## src/rtl/fetch_unit.sv

```systemverilog
// fetch_unit -- code-byte prefetcher with a 6-clock bus slot and a 2-entry FIFO.
//
// Each fetch slot (S0..S5) reads one code byte either from the internal ROM
// (EA=1 and address <= IROM_TOP) or from the external multiplexed bus
// (ALE / PSEN / P0 / P2). The byte and its address are pushed into a 2-entry
// FIFO at the edge ending S5; the consumer pops the head with out_ready.
//
// Ports:
//   clk, reset            clock (rising edge), asynchronous active-low reset
//   EA                    1 = internal ROM for addresses <= IROM_TOP
//   load, load_addr       flush FIFO, abort slot, restart fetch at load_addr
//   out_byte, out_addr    FIFO head byte and its address
//   out_valid, out_ready  head present / consumer accepts head
//   ALE, PSEN             address latch enable (high), program strobe (low)
//   p0_out, p0_oe, p0_in  multiplexed low address / code data
//   p2_out, p2_oe         high address
//   rom_addr, rom_rd,     internal ROM port; rom_data valid while rom_rd=1
//   rom_data
module fetch_unit #(
    parameter int unsigned SLOT_CLKS = 6,
    parameter logic [15:0] IROM_TOP  = 16'h0FFF
) (
    input  logic        clk,
    input  logic        reset,
    input  logic        EA,
    input  logic        load,
    input  logic [15:0] load_addr,
    output logic [7:0]  out_byte,
    output logic [15:0] out_addr,
    output logic        out_valid,
    input  logic        out_ready,
    output logic        ALE,
    output logic        PSEN,
    output logic [7:0]  p0_out,
    output logic        p0_oe,
    input  logic [7:0]  p0_in,
    output logic [7:0]  p2_out,
    output logic        p2_oe,
    output logic [15:0] rom_addr,
    output logic        rom_rd,
    input  logic [7:0]  rom_data
);

    // The slot FSM is hard-wired to six phases.
    if (SLOT_CLKS != 6) begin : g_slot_clks_check
        $error("fetch_unit supports only SLOT_CLKS = 6");
    end

    typedef enum logic [2:0] {
        ST_IDLE,
        ST_S0,
        ST_S1,
        ST_S2,
        ST_S3,
        ST_S4,
        ST_S5
    } state_t;

    state_t      state_q, state_d;
    logic [15:0] addr_q, addr_d;
    logic        int_q, int_d;      // slot mode latched at S0: 1 = internal ROM
    logic [7:0]  b0_q, b0_d, b1_q, b1_d;
    logic [15:0] a0_q, a0_d, a1_q, a1_d;
    logic [1:0]  cnt_q, cnt_d;

    logic        int_cur;
    logic        in_slot;
    logic        early;
    logic        late;
    logic        pop;
    logic        push;
    logic [1:0]  cnt_pop;
    logic [7:0]  push_byte;

    // During S0 the mode is decided live from EA; afterwards the latched copy
    // is used so EA changes mid-slot have no effect.
    assign int_cur = (state_q == ST_S0) ? (EA && (addr_q <= IROM_TOP)) : int_q;
    assign in_slot = (state_q != ST_IDLE);
    assign early   = (state_q == ST_S0) || (state_q == ST_S1) || (state_q == ST_S2);
    assign late    = (state_q == ST_S3) || (state_q == ST_S4) || (state_q == ST_S5);

    assign ALE      = (state_q == ST_S0) || (state_q == ST_S1);
    assign PSEN     = !(late && !int_cur);
    assign p0_oe    = early && !int_cur;
    assign p0_out   = p0_oe ? addr_q[7:0] : 8'h00;
    assign p2_oe    = in_slot && !int_cur;
    assign p2_out   = p2_oe ? addr_q[15:8] : 8'h00;
    assign rom_rd   = late && int_cur;
    assign rom_addr = addr_q;

    assign out_valid = (cnt_q != 2'd0);
    assign out_byte  = b0_q;
    assign out_addr  = a0_q;

    assign pop       = out_valid && out_ready;
    assign push      = (state_q == ST_S5);
    assign push_byte = int_q ? rom_data : p0_in;

    // FIFO: pop shifts the second entry to the head, then a push lands in the
    // first free entry. load discards both.
    always_comb begin
        b0_d    = b0_q;
        a0_d    = a0_q;
        b1_d    = b1_q;
        a1_d    = a1_q;
        cnt_d   = cnt_q;
        cnt_pop = cnt_q - {1'b0, pop};
        if (load) begin
            cnt_d = 2'd0;
        end else begin
            if (pop) begin
                b0_d = b1_q;
                a0_d = a1_q;
            end
            if (push) begin
                if (cnt_pop == 2'd0) begin
                    b0_d = push_byte;
                    a0_d = addr_q;
                end else begin
                    b1_d = push_byte;
                    a1_d = addr_q;
                end
                cnt_d = cnt_pop + 2'd1;
            end else begin
                cnt_d = cnt_pop;
            end
        end
    end

    always_comb begin
        state_d = state_q;
        addr_d  = addr_q;
        int_d   = int_q;
        if (load) begin
            state_d = ST_IDLE;
            addr_d  = load_addr;
        end else begin
            case (state_q)
                ST_IDLE: if (cnt_q < 2'd2) state_d = ST_S0;
                ST_S0: begin
                    int_d   = int_cur;
                    state_d = ST_S1;
                end
                ST_S1: state_d = ST_S2;
                ST_S2: state_d = ST_S3;
                ST_S3: state_d = ST_S4;
                ST_S4: state_d = ST_S5;
                ST_S5: begin
                    addr_d  = addr_q + 16'd1;
                    // Back-to-back slot only if the FIFO still has room after this push.
                    state_d = (cnt_d < 2'd2) ? ST_S0 : ST_IDLE;
                end
                default: state_d = ST_IDLE;
            endcase
        end
    end

    always_ff @(posedge clk or negedge reset) begin
        if (!reset) begin
            state_q <= ST_IDLE;
            addr_q  <= 16'h0000;
            int_q   <= 1'b0;
            b0_q    <= 8'h00;
            a0_q    <= 16'h0000;
            b1_q    <= 8'h00;
            a1_q    <= 16'h0000;
            cnt_q   <= 2'd0;
        end else begin
            state_q <= state_d;
            addr_q  <= addr_d;
            int_q   <= int_d;
            b0_q    <= b0_d;
            a0_q    <= a0_d;
            b1_q    <= b1_d;
            a1_q    <= a1_d;
            cnt_q   <= cnt_d;
        end
    end

endmodule

```

## config.mk

```make
export PLATFORM = sky130hd
export DESIGN_NAME = fetch_unit
export DESIGN_NICKNAME = d
export VERILOG_FILES = /design/src/rtl/fetch_unit.sv
export SDC_FILE = /design/constraint.sdc
export NUM_CORES = 1
export LEC_CHECK = 0
export CORE_ASPECT_RATIO = 2
export CORE_MARGIN = 2
export CORE_UTILIZATION = 48
export DETAILED_ROUTE_END_ITERATION = 10
export PLACE_DENSITY = 0.88
export SYNTH_ARGS = -nofsm -noshare
export SYNTH_HDL_FRONTEND = slang
export SYNTH_SLANG_ARGS = --single-unit
```

## constraint.sdc

```tcl
create_clock -name clk -period 3.38 [get_ports clk]
set_clock_uncertainty 0.2 [all_clocks]
set_input_delay 0.507 -clock clk [delete_from_list [all_inputs] [get_ports clk]]
set_output_delay 0.507 -clock clk [all_outputs]
set_load 0.01 [all_outputs]
```

Yosys cells after proc, flatten, opt, wreduce, memory -nomap -nowiden
Cells that the tools add are included.
{"block": "word_totals", "regBits": 70, "latch_bits": 0, "ramBits": 0, "mem_bits_ro": 0, "wordCells": 60, "mem_count": 0}
{"block": "classes", "addsub": 3, "mul": 0, "div_mod_pow": 0, "magnitude_cmp": 3, "n_eq_ne": 7, "n_shift": 0, "mux": 18, "n_bitwise": 2, "reduce_logical": 19}
{"op": "two-way mux 16 bit", "count": 5}
{"op": "two-way mux 8 bit", "count": 6}
{"op": "case mux 3 bit (7 select lines)", "count": 1}
{"op": "adder 16 x 1 -> 16 bit, second input constant", "count": 1}
{"op": "<= comparator 16 x 12 -> 1 bit, second input constant", "count": 1}
{"op": "== test 3 bit, second input constant", "count": 3}
{"op": "== test 3 x 2 -> 1 bit, second input constant", "count": 2}
{"op": "logical AND 1 bit", "count": 6}
{"op": "two-way mux 3 bit", "count": 2}
{"op": "logical OR 1 bit", "count": 4}
{"op": "less-than comparator 2 bit, second input constant", "count": 2}
{"op": "two-way mux 2 bit", "count": 2}
{"op": "nonzero test 2 bit", "count": 2}
{"op": "== test 3 x 1 -> 1 bit, second input constant", "count": 1}
{"op": "zero test 3 bit", "count": 1}
{"op": "!= test 3 bit, second input constant", "count": 1}
{"op": "AND reduction 3 bit", "count": 1}
{"op": "nonzero test 3 bit", "count": 1}
{"op": "adder 2 x 1 -> 2 bit, second input constant", "count": 1}
{"op": "zero test 1 bit", "count": 2}
{"op": "zero test 2 bit", "count": 1}
{"op": "two-way mux 1 bit", "count": 2}
{"op": "inverter 1 bit", "count": 2}
{"op": "AND reduction 2 bit", "count": 1}
{"op": "subtractor 2 x 1 -> 2 bit", "count": 1}

Logic depth before layout (Yosys ltp)
Gate-level depths: netlist of the first run.
{"block": "depth", "word_depth": 10, "ltp_mapped": 9}

Worst setup path after synthesis of the first run
Ideal clock, no wire load.
{"block": "synth_timing", "path_type": "in2reg", "start": "in out_ready", "end": "reg a1_q[10]", "setup_time_ns": 0.125, "arrival_time_ns": 2.091, "required_time_ns": 3.055, "setup_slack_ns": 0.964, "cell_stages": 8, "cell_sequence": "o21a_1 ha_1 xnor2_1 ha_1 or3_1 buf_6 buf_6 mux2_4"}
{"block": "synth_between", "elab_chain_cells": 5}
{"element": "start, declared", "line_no": "31", "source": "input logic out_ready,"}
{"element": "logical AND 1 bit", "line_no": "95", "source": "assign pop = out_valid && out_ready;"}
{"element": "subtractor 2 x 1 -> 2 bit", "line_no": "107", "source": "cnt_pop = cnt_q - {1'b0, pop};"}
{"element": "zero test 2 bit", "line_no": "116", "source": "if (cnt_pop == 2'd0) begin"}
{"element": "inverter 1 bit (no line)"}
{"element": "AND reduction 3 bit (no line)"}
{"element": "end signal, assigned", "line_no": "166", "source": "a1_q <= 16'h0000;"}
{"element": "end signal, assigned", "line_no": "175", "source": "a1_q <= a1_d;"}
{"element": "end, declared", "line_no": "63", "source": "logic [15:0] a0_q, a0_d, a1_q, a1_d;"}
Every way passes these cells.
A chain may end at the register's enable or synchronous reset.

Final worst setup path of the first run
{"block": "layout_timing", "start": "in EA", "end": "out p2_out[3]"}
{"block": "layout_between", "elab_chain_cells": 5}
{"element": "start, declared", "line_no": "25", "source": "input logic EA,"}
{"element": "logical AND 1 bit", "line_no": "77", "source": "assign int_cur = (state_q == ST_S0) ? (EA && (addr_q <= IROM_TOP)) : int_q;"}
{"element": "two-way mux 1 bit", "line_no": "77"}
{"element": "zero test 1 bit", "line_no": "86", "source": "assign p2_oe = in_slot && !int_cur;"}
{"element": "logical AND 1 bit", "line_no": "86"}
{"element": "two-way mux 8 bit", "line_no": "87", "source": "assign p2_out = p2_oe ? addr_q[15:8] : 8'h00;"}
{"element": "end, declared", "line_no": "37", "source": "output logic [7:0] p2_out,"}
Every way passes these cells.

==> results by stage, run 1 <==
STA:
- The post-route minimum period is 3.27 ns.
- Setup violations remaining at the end of the flow were counted as 0.
- The final number of hold-violating endpoints came to 0.
- The fraction of the cycle the final worst path needs is 96.8%.
- The final-layout setup total negative slack is 0 ns.
- The highest attainable clock frequency is 306 MHz.
- In this run the tightest slew margin relative to its limit is 67.3%.
- The final number of max-transition violations is 0.
- Setup repair after global routing left no endpoint under its margin.
- The least setup slack across all paths after layout is 0.108 ns.
- The pin slew with the least headroom to its limit is just under 0.5 ns.

Floorplan:
- The floorplan step defined a die boundary enclosing around 8000 sq um.
- The boundary pin count is 99.
- The standard cell core area is about 7200 sq um.
- In this run the vertical extent of the chip is 125 um.
- From left edge to right edge, the die measures 64.4 um.
- The initial utilization of the core area, before any placement, comes to 49.0%.
- In this run the core area contains 44 standard-cell rows.

Finish:
- The antenna diode count is 0.
- The number of fill cells in the layout is 540.
- The area growth from synthesis to layout is 41.7%.
- For this run, the post-layout net count is 464.
- The sequential cell area is 1750 sq um.
- The final non-filler cell area is 4970 sq um.
- Measured on the finished design, the core utilization comes to around 70%.
- Cells with a size suffix above 1 make up 12.6% of the layout.
- The combined area of the multi-input logic cells is 1590 sq um.

Yosys:
- The register bit total from synthesis is 70.
- The sequential area share after synthesis is 50.0%.
- The gate count after technology mapping is 325.
- During synthesis, Yosys emitted a total of 0 warnings.
- The post-synthesis area per instance is between 10 and 15 sq um.
- The most common flop cell mapped by yosys is sky130_fd_sc_hd__dfrtp_1.
- Counting flops with an async set or reset pin after synthesis yields a share of 100%.
- The number of nets in the synthesized netlist is 365.
- Counting flops with a built-in enable in the synthesized netlist gives 0.
- The combined area of all synthesized cells is 3500 sq um.
- Synthesis instantiated 47 different standard cells from the library.

Worst setup path:
- The category of cells accounting for the largest share of critical-path delay is buffers and inverters.
- The critical register-to-register path endpoint is a1_q[9].
- The highest-delay cell along the critical path is sky130_fd_sc_hd__or4b_4.
- The signal on the critical path passes through clkdlybuf4s50_1 -> or4b_4 -> o211ai_1 -> o21ai_1 -> buf_4 -> and2_1 -> clkdlybuf4s50_1.
- STA classifies the critical path endpoint as an output port.
- The number of buffers and inverters on the critical path is 3.
- The setup slack on the worst flop-to-flop path is 0.84 ns.
- For the worst flop-to-flop path, the logic depth is 7.
- The startpoint-to-endpoint class of the critical path is in2out.
- For the worst setup path, the data required time is around 2.7 ns.
- By instance count, the cell type seen most on the critical path is sky130_fd_sc_hd__clkdlybuf4s50_1.
- The launch instance of the worst register-to-register path is cnt_q[1].
- The critical-path maximum fanout is 7.
- Data arrives at the worst endpoint at 2.56 ns.
- In this design, the stage delay of the slowest critical-path cell is 0.48 ns.
- STA classifies the critical path startpoint as a primary input.

Global route:
- The global-route wire length before repair is 15200 um.
- The global-route usage over all layers is ~24%.
- Summed over all layers, the global routing overflow is 0.
- The maximum number of pins on one net before global-route repair is 42.
- The number of global-route vias before repair is 3014.
- The number of antenna violations at the first check in global routing is 0.

Route:
- The first detailed-routing pass took 5 iterations.
- Detailed routing inserted a total of 3020 vias.
- The number of design-rule violations left by the first detailed-router iteration is 224.
- In the routed layout, each cell is associated on average with a via count of ~5.8.
- In the routed design, unresolved DRC markers number 0.
- Dividing the detail-routed wire length by the instance count gives 17.8 um.
- The post-route antenna net violation count is 0.
- After detailed routing, the total wire length is 9280 um.

Place:
- At the end of routability-driven placement, the weighted congestion stood at roughly 0.84.
- Summing all placed instances gives a cell area of 4550 sq um.
- The wire-length estimate of the detail-placed layout is about 6100 um.
- Before CTS, the worst setup slack after placement is -0.0679 ns.
- Port buffering added 98 buffers.

Clocking:
- TritonCTS created 9 clock buffers.
- Clock-pin slew was measured on the worst setup and hold paths at about 0.050 ns.
- TritonCTS built the clock tree.
- The number of post-CTS setup repair buffers is 0.
- No sink is reached through more buffers than the 2 on the longest clock path.
- The number of H-tree levels is 3.
- In this run the clock root is driven by a sky130_fd_sc_hd__clkbuf_16.
- The number of clock sinks is 70.
- The later pin in the worst-skew pair is clocked with a latency of around 0.34 ns.

Status:
- The run finished with clean final reports.

Job:
- Max-cap violations in this run came to 0.

Hold path:
- The path type of the worst min-delay path is reg2reg.
- For hold timing, the worst endpoint is b1_q[3].
- The worst hold path begins at b1_q[3].
- The number of cells on the worst hold path is 2.

Pwr:
- The power per standard cell area is 784 nW/um^2.
- The design draws 3.89 mW.
- The cell leakage power is 2.25 nW.
- The maximum vdd drop is 0.421 mV.
-- synthesized netlist by cell type (3+ instances only) --
library cell | number | area, sq um
sky130_fd_sc_hd__dfrtp_1 | 70 | 1750
sky130_fd_sc_hd__nand2_1 | 32 | 120
sky130_fd_sc_hd__o21ai_0 | 25 | 125
sky130_fd_sc_hd__a2bb2oi_1 | 23 | 201
sky130_fd_sc_hd__and2_1 | 16 | 100
sky130_fd_sc_hd__o22ai_1 | 16 | 100
sky130_fd_sc_hd__clkbuf_1 | 12 | 45.0
sky130_fd_sc_hd__nor2_1 | 11 | 41.3
sky130_fd_sc_hd__xnor2_1 | 11 | 96.3
sky130_fd_sc_hd__mux2i_1 | 10 | 100
sky130_fd_sc_hd__mux2_4 | 8 | 120
sky130_fd_sc_hd__nor4_1 | 8 | 50.1
sky130_fd_sc_hd__o22a_1 | 8 | 70.1
sky130_fd_sc_hd__buf_6 | 6 | 67.6
sky130_fd_sc_hd__inv_1 | 6 | 22.5
sky130_fd_sc_hd__mux2_2 | 6 | 67.6
sky130_fd_sc_hd__a21oi_1 | 4 | 20.0
sky130_fd_sc_hd__buf_2 | 4 | 20.0
sky130_fd_sc_hd__nand3_1 | 4 | 20.0
sky130_fd_sc_hd__nand4_1 | 4 | 25.0
sky130_fd_sc_hd__nor3_1 | 4 | 20.0
sky130_fd_sc_hd__ha_1 | 3 | 37.5
sky130_fd_sc_hd__xor2_1 | 3 | 26.3
-- placed cells by master (no fill, tap or decap), drive strengths merged, types with 2 or more instances in the layout --
master	instances
dlymetal6s2s	8
mux2	14
nand3	4
and3	2
or2	2
buf	15
nand3b	3
nand2	32
clkbuf	9
o22a	8
nand2b	2
bufinv	4
o22ai	16
inv	6
clkinv	3
o211ai	2
a21oi	4
xor2	3
o21a	2
clkdlybuf4s50	89
ha	3
nor3	4
nand4	5
and2	17
mux2i	10
o21ai	26
dfrtp	70
a2bb2oi	23
xnor2	11
nand4b	2
nor2	11
nor4	8
-- per-layer routing --
| layer | track usage [%] | vias up | share of wire (%) |
|---|---|---|---|
| met5 | 0 | - | 0 |
| met4 | 10.6 | 0 | 3.2 |
| met3 | 5.33 | 24 | 7.2 |
| met2 | 38.4 | 158 | 50 |
| met1 | 32.1 | 1468 | 40 |
| li1 | - | 1370 | - |
-- sequential cells by signal (all words and copies together), names as in the netlist --
signal    cells
out_addr     16
a1_q         16
b1_q          8
state_q       3
cnt_q         2
int_q         1
out_byte      8
rom_addr     16
-- power breakdown --
part | internal (mW) | switching, mW
clock | 0.798 | 0.359
combinational | 0.862 | 0.617
sequential | 1.07 | 0.187
total | 2.73 | 1.16
-- worst max path at each step --
stage,slack [ns],cells past startpoint,startpoint,end
after floorplan,0.96,8,out_ready,a1_q[10]
after global routing,0.005,7,EA,p2_out[6]
after global placement,0.0008,7,EA,p0_out[7]
after detailed placement,-0.07,7,EA,p0_out[7]
final,0.11,7,EA,p2_out[3]
after CTS,0.00001,7,EA,p0_out[7]
-- cell families (layout without fill, tap and decap cells) --
family	count (synthesis)	count (layout)	synth area share [%]
multiplexers	24	24	8.21
adder cells (fa/ha/maj)	3	3	1.07
AO/OA/AOI/OAI	87	87	17.5
AND/OR/NAND/NOR	96	96	14.8
flip-flops	70	70	50.0
XOR/XNOR	14	14	3.50
buffers and inverters	31	135	4.96
-- worst reg2reg max path: cells and delay by family, from the launching register on --
family | cells | cell delay, ns
AND/OR/NAND/NOR | 1 | 0.37
buffers and inverters | 1 | 0.27
multiplexers | 1 | 0.37
flip-flops | 1 | 0.41
AO/OA/AOI/OAI | 1 | 0.25
XOR/XNOR | 1 | 0.15
adder cells (fa/ha/maj) | 2 | 0.42
-- area by class of cell --
type | count | area share, %
Multi-Input combinational cell | 224 | 32.1
Clock buffer | 9 | 4.54
Inverter | 6 | 0.454
Tap cell | 92 | 2.32
Sequential cell | 70 | 35.3
Timing Repair Buffer | 113 | 22.4
Clock inverter | 7 | 2.95
-- stage by stage --
| stage | hold slack [ns] | cells |
|---|---|---|
| finish | 0.281 | 521 |
| global route | 0.311 | 521 |
| CTS | 0.285 | 521 |
| detailed placement | 0.273 | 504 |
| global placement | 0.263 | 504 |
| floorplan | 0.0114 | 325 |
-- what timing repair did --
item,in CTS,in global routing
pin swaps,0,2
resized for setup,1,10
hold buffers,1,0
endpoints found under the setup margin,8,15
hold endpoints to repair,21,0
(Power assumes the default switching activity.)
==> run 2, diff against run 1 <==
CORE_UTILIZATION = 51   (was 48)
DONT_BUFFER_PORTS = 1   (was default)
GPL_ROUTABILITY_DRIVEN = 0   (was default)
PLACE_DENSITY = 0.74   (was 0.88)
==> results by stage, run 2 (synthesis results as in run 1) <==
Worst setup path:
- The critical path's largest stage delay is 0.61 ns (+0.13 ns).
- The critical-path maximum fanout is 9 (+2).
- The critical path in this run is classified as reg2out.
- The number of buffers and inverters on the critical path is 0 (-3).
- In this run the critical register-to-register path is launched from cnt_q[1].
- The setup slack on the worst flop-to-flop path is 0.61 ns (-0.23 ns).
- The data arrival time of the critical path came to 2.18 ns (-0.38 ns).
- The launching element of the worst setup path is rom_addr[13].
- The total number of cells along the worst setup path was 4 (-3).
- The logic depth of the worst register-to-register path is 7 (unchanged).
- The worst register-to-register path ends at a1_q[3].
- The data required time at the worst endpoint is 2.67 ns (about the same).
- The worst setup path is launched from a flop.
- Grouping stages by cell kind, the critical path spends the most delay in simple AND/OR/NAND/NOR gates.
- The slowest stage of the critical path belongs to the cell sky130_fd_sc_hd__or4b_1.
- The termination of the worst setup path is p2_out[6].
- Traced cell by cell, the critical path runs through or4b_1 -> o211ai_1 -> o21ai_1 -> and2_1.
- The endpoint type of the worst setup path is an output port.

Route:
- The count of unresolved DRC violations after routing came to 0 (unchanged).
- The number of design-rule violations left by the first detailed-router iteration is 170 (-24%).
- The via total after detailed routing is 2500 (-17%).
- The detail-routed via count per cell is 6.11 (+5.5%).
- The post-route antenna net violation count is 0 (unchanged).
- The count of TritonRoute iterations in the first routing pass is 4 (-1).
- The final wirelength is 8490 um (-8.5%).
- The average wire per standard cell came to 20.7 um (+17%).

Floorplan:
- The total die area was 7590 sq um (-5.6%).
- The row count is 42 (-4.5%).
- The standard cell core area is 6620 sq um (-7.5%).
- The boundary pin count is 99 (unchanged).
- The initial core utilization is 52.9% (+4.0 points).
- The x dimension of the die came to 62.6 um (-2.8%).
- The vertical extent of the die is 121 um (-2.9%).

STA:
- The headroom to the max-slew limit is 54.4% (-13 points).
- The final number of max-transition violations is 0 (unchanged).
- Setup repair after global routing left no endpoint under its margin.
- The final-layout setup total negative slack is 0 ns (unchanged).
- The final setup violation count is 0 (unchanged).
- The fraction of the cycle the final worst path needs is 85.5% (-11 points).
- The final number of hold-violating endpoints was 0 (unchanged).
- The final hold slack is 0.0460 ns (-0.235 ns).
- The pin slew with the least headroom to its limit is 0.683 ns (+0.192 ns).
- The highest attainable clock frequency came to 346 MHz (+13%).
- The least setup slack across all paths after layout is 0.491 ns (+0.383 ns).
- The post-route minimum period came to 2.89 ns (-0.383 ns).

Finish:
- The sequential cell area is 1750 sq um (unchanged).
- The share of layout cells above drive strength 1 is 12.8% (+0.19 points).
- The final non-filler cell area is 3820 sq um (-23%).
- The number of fill cells in the layout came to 569 (+5.4%).
- Leaving out fill and tap cells, the most frequent cells in the layout are sky130_fd_sc_hd__dfrtp_1, sky130_fd_sc_hd__nand2_1, sky130_fd_sc_hd__o21ai_0, sky130_fd_sc_hd__a2bb2oi_1.
- The net count of the finished layout is 356 (-23%).
- The combined area of the multi-input logic cells was 1580 sq um (-0.94%).
- The leading cell type in the layout, fill and taps excluded is sky130_fd_sc_hd__dfrtp_1.
- The final non-filler cell total was 409 (-21%).
- The final core area utilization is 57.7% (-12 points).
- The area added between synthesis and finish is 9.10%.
- The antenna diode count is 0 (unchanged).

Global route:
- The global-route usage over all layers is 23.7% (-0.72 points).
- The maximum number of pins on one net before global-route repair is 71 (+69%).
- The global-route wire length before repair is 13700 um (-9.8%).
- The number of antenna violations at the first check in global routing is 0 (unchanged).
- The total global routing overflow is 0 (unchanged).
- The number of global-route vias before repair is 2596 (-14%).

Job:
- The max-capacitance violation count is 0 (unchanged).

Clocking:
- The clock tree root driver cell is sky130_fd_sc_hd__clkbuf_16.
- The CTS tree is done.
- The clock-pin slew of the registers on the worst-case setup and hold paths is 0.06 ns (about the same).
- The number of clock sinks is 70 (unchanged).
- The total CTS buffers is 9 (unchanged).
- The number of buffers on the longest clock path is 2 (unchanged).
- The clock insertion delay at the later pin of the skew report is 0.33 ns (about the same).
- The number of H-tree levels came to 3 (unchanged).

Hold path:
- The number of cells on the worst hold path is 1 (-1).
- The path type of the worst min-delay path is in2reg.

Place:
- The total placed instance area came to 3490 sq um (-23%).
- The post-placement setup slack is 0.644 ns (+0.712 ns).
- The count of input and output buffers was 0 (-100%).
- The number of placed cells counting well taps was 391 (-22%).
- The placed wire-length estimate after detailed placement is 5880 um (-2.9%).

Pwr:
- The power per standard cell area was 822 nW/um^2 (+4.8%).
- The power after layout is 3.14 mW (-19%).
- The cell leakage power is 1.67 nW (-26%).
- The maximum vdd drop is 0.529 mV (+26%).

Status:
- The flow ran to the end, and the final reports show no timing, DRC or antenna violations.
[run 2: repair_timing]
item	CTS	global route
resized for setup	0	0
setup buffers	0	0
hold buffers	2	0
endpoints found under the hold margin	70	0
[run 2: final cells by class]
class | instances | area share (%)
Sequential cell | 70 | 45.8
Multi-Input combinational cell | 224 | 41.3
Clock buffer | 10 | 6.25
Tap cell | 88 | 2.88
Clock inverter | 6 | 1.60
Timing Repair Buffer | 5 | 1.57
Inverter | 6 | 0.589
[run 2: worst min-delay path by stage]
| stage | startpoint | end | slack (ns) |
|---|---|---|---|
| after floorplan | reset | a1_q[0] | 0.01 |
| after CTS | load | cnt_q[1] | 0.03 |
| after global routing | load | cnt_q[0] | 0.03 |
| final | load | cnt_q[1] | 0.05 |
| after detailed placement | reset | out_addr[5] | 0.01 |
| after global placement | reset | out_addr[7] | 0.01 |
[run 2: routing by layer]
| metal | global-route usage [%] | vias up | part of all wire (%) |
|---|---|---|---|
| met1 | 28.0 | 1250 | 40 |
| met4 | 10.1 | 0 | 2.5 |
| met5 | 0 | - | 0 |
| met3 | 5.84 | 15 | 5.1 |
| met2 | 40.7 | 65 | 52 |
| li1 | - | 1170 | - |
[run 2: power by group]
part / total, mW / switching (mW) / internal [mW] / leakage [nW]
Combinational: 0.821 / 0.412 / 0.409 / 0.649
Sequential: 1.37 / 0.305 / 1.07 / 0.877
Clock: 0.947 / 0.359 / 0.588 / 0.148
